**src/rtl/roberto_cmd_serial.sv**
```systemverilog
// rtl/roberto_cmd_serial.sv - serial "S<id><c><d><u>#" command decoder holding three servo angles
//
// Ports:
//   clock            in   1  rising-edge clock
//   reset            in   1  asynchronous active-low reset
//   dado_recebido    in   7  ASCII character, valid with pronto_recepcao
//   pronto_recepcao  in   1  one-cycle character strobe
//   posicao1..3      out  8  angle registers, 0..ANGULO_MAX
//   atualizado       out  1  one-cycle pulse after an angle register write
//   servo_atualizado out  2  id of the last servo written, 0 after reset
//   erro             out  1  one-cycle pulse after a rejected frame
//   db_estado        out  4  current FSM state code
module roberto_cmd_serial #(
    parameter int TIMEOUT_CICLOS = 50_000_000,
    parameter int ANGULO_MAX     = 180,
    parameter int ANGULO_RESET   = 90
) (
    input  logic       clock,
    input  logic       reset,
    input  logic [6:0] dado_recebido,
    input  logic       pronto_recepcao,
    output logic [7:0] posicao1,
    output logic [7:0] posicao2,
    output logic [7:0] posicao3,
    output logic       atualizado,
    output logic [1:0] servo_atualizado,
    output logic       erro,
    output logic [3:0] db_estado
);

    localparam int CW = (TIMEOUT_CICLOS > 2) ? $clog2(TIMEOUT_CICLOS) : 1;

    typedef enum logic [3:0] {
        IDLE    = 4'd0,
        ID      = 4'd1,
        CENTENA = 4'd2,
        DEZENA  = 4'd3,
        UNIDADE = 4'd4,
        FIM     = 4'd5,
        GRAVA   = 4'd6,
        ERRO    = 4'd7
    } estado_t;

    estado_t       estado_q, estado_d;
    logic [9:0]    acc_q, acc_d;
    logic [1:0]    id_q, id_d;
    logic [CW-1:0] cnt_q, cnt_d;
    logic [7:0]    pos1_q, pos2_q, pos3_q;
    logic [1:0]    servo_q;
    logic          grava;

    logic is_s, is_dig, is_id, is_fim, em_quadro, expira, na_faixa;

    assign is_s      = (dado_recebido == 7'h53);
    assign is_dig    = (dado_recebido >= 7'h30) && (dado_recebido <= 7'h39);
    assign is_id     = (dado_recebido >= 7'h31) && (dado_recebido <= 7'h33);
    assign is_fim    = (dado_recebido == 7'h23);
    assign em_quadro = (estado_q >= ID) && (estado_q <= FIM);
    assign na_faixa  = (acc_q <= 10'(ANGULO_MAX));
    // The count reaches TIMEOUT_CICLOS-1 on this edge.
    assign expira    = (cnt_q == CW'(TIMEOUT_CICLOS - 2));

    always_comb begin
        estado_d = estado_q;
        acc_d    = acc_q;
        id_d     = id_q;
        grava    = 1'b0;
        cnt_d    = '0;

        // A strobe always wins over the timeout on the same edge.
        if (em_quadro && !pronto_recepcao) begin
            if (expira) begin
                estado_d = ERRO;
            end else begin
                cnt_d = cnt_q + 1'b1;
            end
        end

        case (estado_q)
            IDLE, GRAVA, ERRO: begin
                if (pronto_recepcao && is_s) begin
                    estado_d = ID;
                end else begin
                    estado_d = IDLE;
                end
            end
            ID: begin
                if (pronto_recepcao) begin
                    if (is_id) begin
                        id_d     = dado_recebido[1:0];
                        acc_d    = '0;
                        estado_d = CENTENA;
                    end else begin
                        estado_d = ERRO;
                    end
                end
            end
            CENTENA, DEZENA, UNIDADE: begin
                if (pronto_recepcao) begin
                    if (is_dig) begin
                        acc_d    = acc_q * 10'd10 + {6'd0, dado_recebido[3:0]};
                        estado_d = estado_t'(estado_q + 4'd1);
                    end else begin
                        estado_d = ERRO;
                    end
                end
            end
            FIM: begin
                if (pronto_recepcao) begin
                    if (is_fim && na_faixa) begin
                        grava    = 1'b1;
                        estado_d = GRAVA;
                    end else begin
                        estado_d = ERRO;
                    end
                end
            end
            default: estado_d = IDLE;
        endcase
    end

    always_ff @(posedge clock or negedge reset) begin
        if (!reset) begin
            estado_q <= IDLE;
            acc_q    <= '0;
            id_q     <= '0;
            cnt_q    <= '0;
            pos1_q   <= 8'(ANGULO_RESET);
            pos2_q   <= 8'(ANGULO_RESET);
            pos3_q   <= 8'(ANGULO_RESET);
            servo_q  <= '0;
        end else begin
            estado_q <= estado_d;
            acc_q    <= acc_d;
            id_q     <= id_d;
            cnt_q    <= cnt_d;
            if (grava) begin
                servo_q <= id_q;
                case (id_q)
                    2'd1:    pos1_q <= acc_q[7:0];
                    2'd2:    pos2_q <= acc_q[7:0];
                    2'd3:    pos3_q <= acc_q[7:0];
                    default: ;
                endcase
            end
        end
    end

    assign posicao1         = pos1_q;
    assign posicao2         = pos2_q;
    assign posicao3         = pos3_q;
    assign servo_atualizado = servo_q;
    assign atualizado       = (estado_q == GRAVA);
    assign erro             = (estado_q == ERRO);
    assign db_estado        = estado_q;

endmodule
```
**config.mk**
```make
export PLATFORM = sky130hd
export DESIGN_NAME = roberto_cmd_serial
export DESIGN_NICKNAME = d
export VERILOG_FILES = /design/src/rtl/roberto_cmd_serial.sv
export SDC_FILE = /design/constraint.sdc
export NUM_CORES = 1
export LEC_CHECK = 0
export CAP_MARGIN = 25
export CORE_AREA = 2 2 103 105
export DETAILED_ROUTE_END_ITERATION = 8
export DIE_AREA = 0 0 105 107
export PLACE_DENSITY = 0.61
export SLEW_MARGIN = 5
export SYNTH_ARGS = -nofsm -noshare
export SYNTH_HDL_FRONTEND = slang
export SYNTH_SLANG_ARGS = --single-unit
export TNS_END_PERCENT = 50
```
**constraint.sdc**
```tcl
create_clock -name clock -period 2.51 [get_ports clock]
set_clock_uncertainty 0.05 [all_clocks]
set_input_delay 0.502 -clock clock [delete_from_list [all_inputs] [get_ports clock]]
set_output_delay 0.502 -clock clock [all_outputs]
set_load 0.05 [all_outputs]
```
==> flow_summary.json, run 1 <==
{
  "netlist_area_um2": 3770,
  "ys_warn_count": 0,
  "wl_per_cell_um": 14.9,
  "cts_hold_buffers": 0,
  "syn_avg_cell_area_um2": 11.0,
  "relSlewSlack_pct": 63.2,
  "antenna_found_initial": 0,
  "htreeDepth": 3,
  "synth_cells": 344,
  "drv_slew": 0,
  "ant_nets": 0,
  "vias_per_cell": 4.91,
  "cp-end-kind": "flip-flop",
  "synth_edf_count": 0,
  "ys_ff_latch": 68,
  "io_buffers": 41,
  "outcome": "finished, final reports clean",
  "post-place-ws_ns": -0.345,
  "worst_hold_path_type": "in -> async",
  "drtIter0Drc": 128,
  "ir_worst_vdd_mv": 0.448,
  "setup_ws_ns": 0.0590,
  "p_leak_nw": 2.25,
  "setup-violations-final": 0,
  "die_w_um": 105,
  "grt.total_usage_pct": 16.0,
  "synthXorXnorAreaFrac_pct": 8.72,
  "diodes": 0,
  "die_height_um": 107,
  "cts_tree": "yes",
  "tightest_slew_ns": 0.552,
  "grt_pass1_vias": 2808,
  "yosysUniqueCellTypes": 51,
  "synthFlopType": "dfrtp_1",
  "syn_nets": 376,
  "yosysTopAreaCellShare_pct": 37.1,
  "area_growth_pct": 30.3,
  "final-instance-count-excl-fill": 572,
  "total_power_mw": 4.09,
  "ys_async_sr_fraction_pct": 100,
  "cpPeakStageDelay_ns": 0.47,
  "synth.area.top_cells": "dfrtp_1 37%, dfstp_2 8.4%, ha_1 6.6%, mux2_4 6.4%, xor2_1 4.6%",
  "fp.coreArea_um2": 10100,
  "final_nets": 463,
  "hold_viol": 0,
  "fmax_mhz": 408,
  "drt-pass1-iter-count": 4,
  "crit_required_ns": 2.71,
  "critPathBufInv": 2,
  "worstPathArrival_ns": 2.65,
  "initial_utilization_pct": 37.4,
  "cts_max_path_buffers": 2,
  "grt_max_degree": 49,
  "dp.cells": 551,
  "die-area_um2": 11200,
  "synthAdderAreaFrac_pct": 7.69,
  "routed_wl_um": 8530,
  "path_delay_family": "simple AND/OR/NAND/NOR gates",
  "synthSimpleGateAreaFrac_pct": 19.2,
  "drc": 0,
  "worst_setup_path_start_kind": "input pin",
  "cts_inserted_buffers": 9,
  "crit_chain": "clkdlybuf4s50_1 -> or4b_4 -> nor3_4 -> nand4_4 -> or3_4 -> buf_4 -> mux2_4",
  "vias": 2811,
  "fp-row-count": 37,
  "synthMuxAreaShare_pct": 9.35,
  "period_needed_ns": 2.45,
  "synth_compound_area_share_pct": 7.03,
  "powerDensity_nw_per_um2": 832,
  "synth.largest_area_cell": "dfrtp_1",
  "cp_max_fo": 4,
  "place_hpwl_um": 6220,
  "layout-drive-gt1-share_pct": 26.8,
  "synth_top_family_by_area": "simple AND/OR/NAND/NOR gates",
  "grt_pass1_wl_um": 13900,
  "boundaryPins": 42,
  "overflow": 0,
  "timing.hold.ws_ns": 0.0669,
  "cap_violations": 0,
  "period_share_pct": 97.6,
  "worst_path_max_delay_cell": "clkdlybuf4s50_1",
  "yosysSeqAreaShare_pct": 45.5,
  "worstSkewPairLatency_ns": 0.36,
  "gp_congestion": 0.806,
  "critPathKind": "in -> reg",
  "cts-root-buf": "clkbuf_8",
  "cts_sinks": 68,
  "clkTransAtPathRegs_ns": 0.09
}
-- worst register-to-register path: stages, from the launching register on --
cell and delay [ns]:
dfrtp_2 0.45, ha_1 0.35, ha_1 0.30, a21o_1 0.19
a21oi_2 0.18, o21bai_1 0.09, a21oi_2 0.13, xnor3_1 0.39
a22o_1 0.20
-- cells in the mapped netlist (2+ instances only) --
library cell,n
nand4_4,2
or3_1,5
nand2_1,27
a21oi_1,10
and2_1,4
nor3_1,4
nand4b_1,2
a22o_1,3
buf_4,2
or4_1,2
nand3_1,11
o21ai_0,9
nor2b_1,2
or2_2,2
nor3_4,2
nand2b_1,3
mux2_1,8
dfrtp_1,56
o21ai_1,5
nor2_1,41
buf_6,2
nor4_1,3
clkbuf_1,4
a21o_1,5
and3_1,6
dfstp_2,12
inv_1,8
fa_1,2
mux2_2,2
mux2_4,16
buf_2,2
o31ai_1,4
ha_1,20
xnor2_1,15
nand4_1,8
xor2_1,20
-- final cells by class --
type,count,area (um^2)
sequential,68,1720
tap,136,170
multi-input combinational,258,2020
clock inverter,7,82.6
fill,959,5180
timing repair buffer,86,769
inverter,8,30.0
clock buffer,9,124
-- repair_timing --
item	4_1_cts	5_1_grt
endpoints found under the setup margin	1	22
resized for setup	2	8
pin swaps	4	4
buffers inserted	1	4
-- report_power, final --
part           switching, mW  leakage, nW  total (mW)  internal (mW)
Combinational          0.965         1.26        1.79          0.826
Clock                  0.483        0.105       0.957          0.474
Sequential             0.134        0.882        1.34           1.20
-- layout by cell type (no fill, tap or decap), types with 9 or more instances in the layout --
cell type	instances
nand2_1	27
dfrtp_1	54
clkdlybuf4s50_1	37
dfstp_2	12
xnor2_1	14
mux2_4	16
buf_4	44
xor2_1	20
nor2_1	39
clkbuf_8	9
nand3_1	11
ha_1	18
o21ai_0	9
-- registers in the layout (all words and copies together) (netlist names) --
name,count
acc_q,10
db_estado,4
posicao2,8
cnt_q,26
id_q,2
posicao3,8
posicao1,8
servo_atualizado,2
-- path summary, 6_finish.rpt --
check	startpoint	end	slack (ns)	depth (start not counted)
max	dado_recebido[5]	posicao3[0]	0.06	7
min	reset	db_estado[3]	0.07	1
max reg2reg	acc_q[2]	acc_q[9]	0.09	8
min reg2reg	posicao2[5]	posicao2[5]	0.45	1
max in group asynchronous	reset	posicao2[6]	1.64	2
min in group clock	posicao2[5]	posicao2[5]	0.45	1
-- logic make-up (layout without fill, tap and decap cells) --
kind of cell,count (synthesis),in the layout
adder cells (fa/ha/maj),22,22
flip-flops,68,68
XOR/XNOR,36,36
AND/OR/NAND/NOR,132,132
multiplexers,26,26
AO/OA/AOI/OAI,42,42
buffers and inverters,18,110
-- metal layers --
| metal | up-vias | track usage (%) | wire length [um] |
|---|---|---|---|
| met3 | 11 | 3.40 | 319 |
| met5 | - | 0 | 0 |
| li1 | 1384 | - | - |
| met1 | 1363 | 21.2 | 4030 |
| met4 | 0 | 7.43 | 172 |
| met2 | 53 | 25.0 | 4010 |
-- metrics by stage --
| step | TNS (ns) | area [um^2] | util, % |
|---|---|---|---|
| floorplan | 0 | 3790 | - |
| global placement | -7.36 | 4630 | 45.9 |
| detailed placement | -9.20 | 4630 | 45.9 |
| CTS | 0 | 4850 | 48.1 |
| global route | -0.124 | 4910 | 48.7 |
| finish | 0 | 4910 | 48.7 |
(Power assumes the default switching activity.)
==> run 2, diff against run 1 <==
--- a/config.mk
+++ b/config.mk
@@ -10,6 +10,7 @@
 export DETAILED_ROUTE_END_ITERATION = 8
 export DIE_AREA = 0 0 105 107
 export PLACE_DENSITY = 0.61
+export RECOVER_POWER = 25
 export SLEW_MARGIN = 5
 export SYNTH_ARGS = -nofsm -noshare
 export SYNTH_HDL_FRONTEND = slang
==> flow_summary.json, run 2 (same netlist as run 1, synthesis figures left out) <==
{
  "ant_nets": 0,
  "drtIter0Drc": 128,
  "crit_end": "posicao3[0]",
  "top_register": "cnt_q",
  "p_leak_nw": 2.24,
  "io_buffers": 41,
  "crit_chain": "clkdlybuf4s50_1 -> or4b_4 -> nor3_4 -> nand4_4 -> or3_4 -> buf_4 -> mux2_4",
  "drv_slew": 0,
  "vias_per_cell": 4.89,
  "relSlewSlack_pct": 12.1,
  "worst_path_max_delay_cell": "clkdlybuf4s50_1",
  "final_nets": 463,
  "register_area_um2": 1720,
  "outcome": "finished, final reports clean",
  "largest_reg_flops": 26,
  "fp-row-count": 37,
  "grt_pass1_wl_um": 13900,
  "layout-drive-gt1-share_pct": 26.6,
  "boundaryPins": 42,
  "setup-violations-final": 0,
  "critPathKind": "in -> reg",
  "mostFrequentLayoutCells": "54 x dfrtp_1, 44 x buf_4, 39 x nor2_1, 37 x clkdlybuf4s50_1, 27 x nand2_1",
  "nFillCells": 959,
  "placed_cell_area_um2": 4630,
  "fmax_mhz": 408,
  "dp.cells": 551,
  "cts_inserted_buffers": 9,
  "path_delay_family": "simple AND/OR/NAND/NOR gates",
  "total_power_mw": 4.09,
  "final-instance-count-excl-fill": 572,
  "wl_per_cell_um": 14.9,
  "drc": 0,
  "antenna_found_initial": 0,
  "vias": 2796,
  "tightest_slew_ns": 1.32,
  "drt-pass1-iter-count": 5,
  "hold_viol": 0,
  "ir_worst_vdd_mv": 0.448,
  "grt_max_degree": 49,
  "rr_worst_depth": 8,
  "multi_input_area_um2": 2020,
  "cp_max_fo": 4,
  "worstSkewPairLatency_ns": 0.36,
  "period_needed_ns": 2.45,
  "crit_required_ns": 2.71,
  "cts-root-buf": "clkbuf_8",
  "powerDensity_nw_per_um2": 832,
  "place_hpwl_um": 6220,
  "fp.coreArea_um2": 10100,
  "area_growth_pct": 30.2,
  "r2r_slack_ns": 0.09,
  "clkTransAtPathRegs_ns": 0.08,
  "worst_setup_path_start_kind": "input pin",
  "final_area_um2": 4910,
  "initial_utilization_pct": 37.4,
  "grt.total_usage_pct": 16.0,
  "cts_max_path_buffers": 2,
  "crit_start": "dado_recebido[5]",
  "cts_sinks": 68,
  "gp_congestion": 0.806,
  "worstReg2RegEnd": "acc_q[9]",
  "period_share_pct": 97.6,
  "worst_hold_path_type": "in -> async",
  "die-area_um2": 11200,
  "routed_wl_um": 8530,
  "worst-path-stages": 7,
  "largestRegisters": "cnt_q: 26 flops, acc_q: 10 flops",
  "die_height_um": 107,
  "die_w_um": 105,
  "critPathBufInv": 2,
  "diodes": 0,
  "final_common_cell": "dfrtp_1",
  "cts_tree": "yes",
  "overflow": 0,
  "htreeDepth": 3,
  "cap_violations": 0,
  "fin_util_pct": 48.7,
  "worstReg2RegStart": "acc_q[2]",
  "fin_setup_tns_ns": 0,
  "cp-end-kind": "flip-flop",
  "cpPeakStageDelay_ns": 0.47,
  "worstPathArrival_ns": 2.65,
  "grt_pass1_vias": 2808
}
run 2: cell count changes in the layout (fill, tap and decap cells not counted):
cell,previous run,this run
clkbuf_1,0,1
buf_2,1,0
run 2: how the worst min path moves through the flow:
stage	cells past startpoint	endpoint	startpoint	slack, ns
finish	1	db_estado[3]	reset	0.36
global route	1	acc_q[6]	reset	0.45
CTS	1	db_estado[3]	reset	0.07
detailed placement	1	posicao2[7]	posicao2[7]	0.43
global placement	1	posicao2[7]	posicao2[7]	0.43
floorplan	0	acc_q[0]	reset	0.16
run 2: metrics by stage:
step,hold WS [ns],setup slack (ns)
after floorplan,0.156,0.00244
after global placement,0.425,-0.302
after detailed placement,0.429,-0.345
after CTS,0.0704,0.00176
after global routing,0.452,-0.0228
final,0.363,0.0594
run 2: worst register-to-register path, cell delays in order (launching register included):
cell and delay [ns]:
dfrtp_2 0.45, ha_1 0.35, ha_1 0.30, a21o_1 0.19
a21oi_2 0.18, o21bai_1 0.09, a21oi_2 0.13, xnor3_1 0.39
a22o_1 0.20
run 2: power by group:
group | switching (mW) | leakage, nW | internal [mW]
registers | 0.135 | 0.882 | 1.20
logic | 0.966 | 1.26 | 0.825
clock network | 0.484 | 0.105 | 0.474
total | 1.59 | 2.24 | 2.50
run 2: area by class of cell:
cell class,instances,share of cell area (%)
clock buffer,9,2.52
clock inverter,7,1.68
inverter,8,0.611
multi-input combinational,258,41.1
sequential,68,35.0
tap,136,3.46
timing repair buffer,86,15.6
run 2: layer usage:
layer / GRT usage [%] / vias to the layer above / wire (um)
met5: 0 / - / 0
met4: 7.43 / 0 / 173
met3: 3.40 / 11 / 285
met2: 25.0 / 47 / 4020
met1: 21.2 / 1353 / 4050
li1: - / 1385 / -
run 2: repair_timing:
| item | in CTS | in global routing |
|---|---|---|
| pin swaps | 4 | 4 |
| hold buffers | 0 | 0 |
| endpoints found under the hold margin | 0 | 0 |
| endpoints found under the setup margin | 1 | 22 |
| gates resized for setup | 2 | 8 |
| buffers inserted | 1 | 4 |
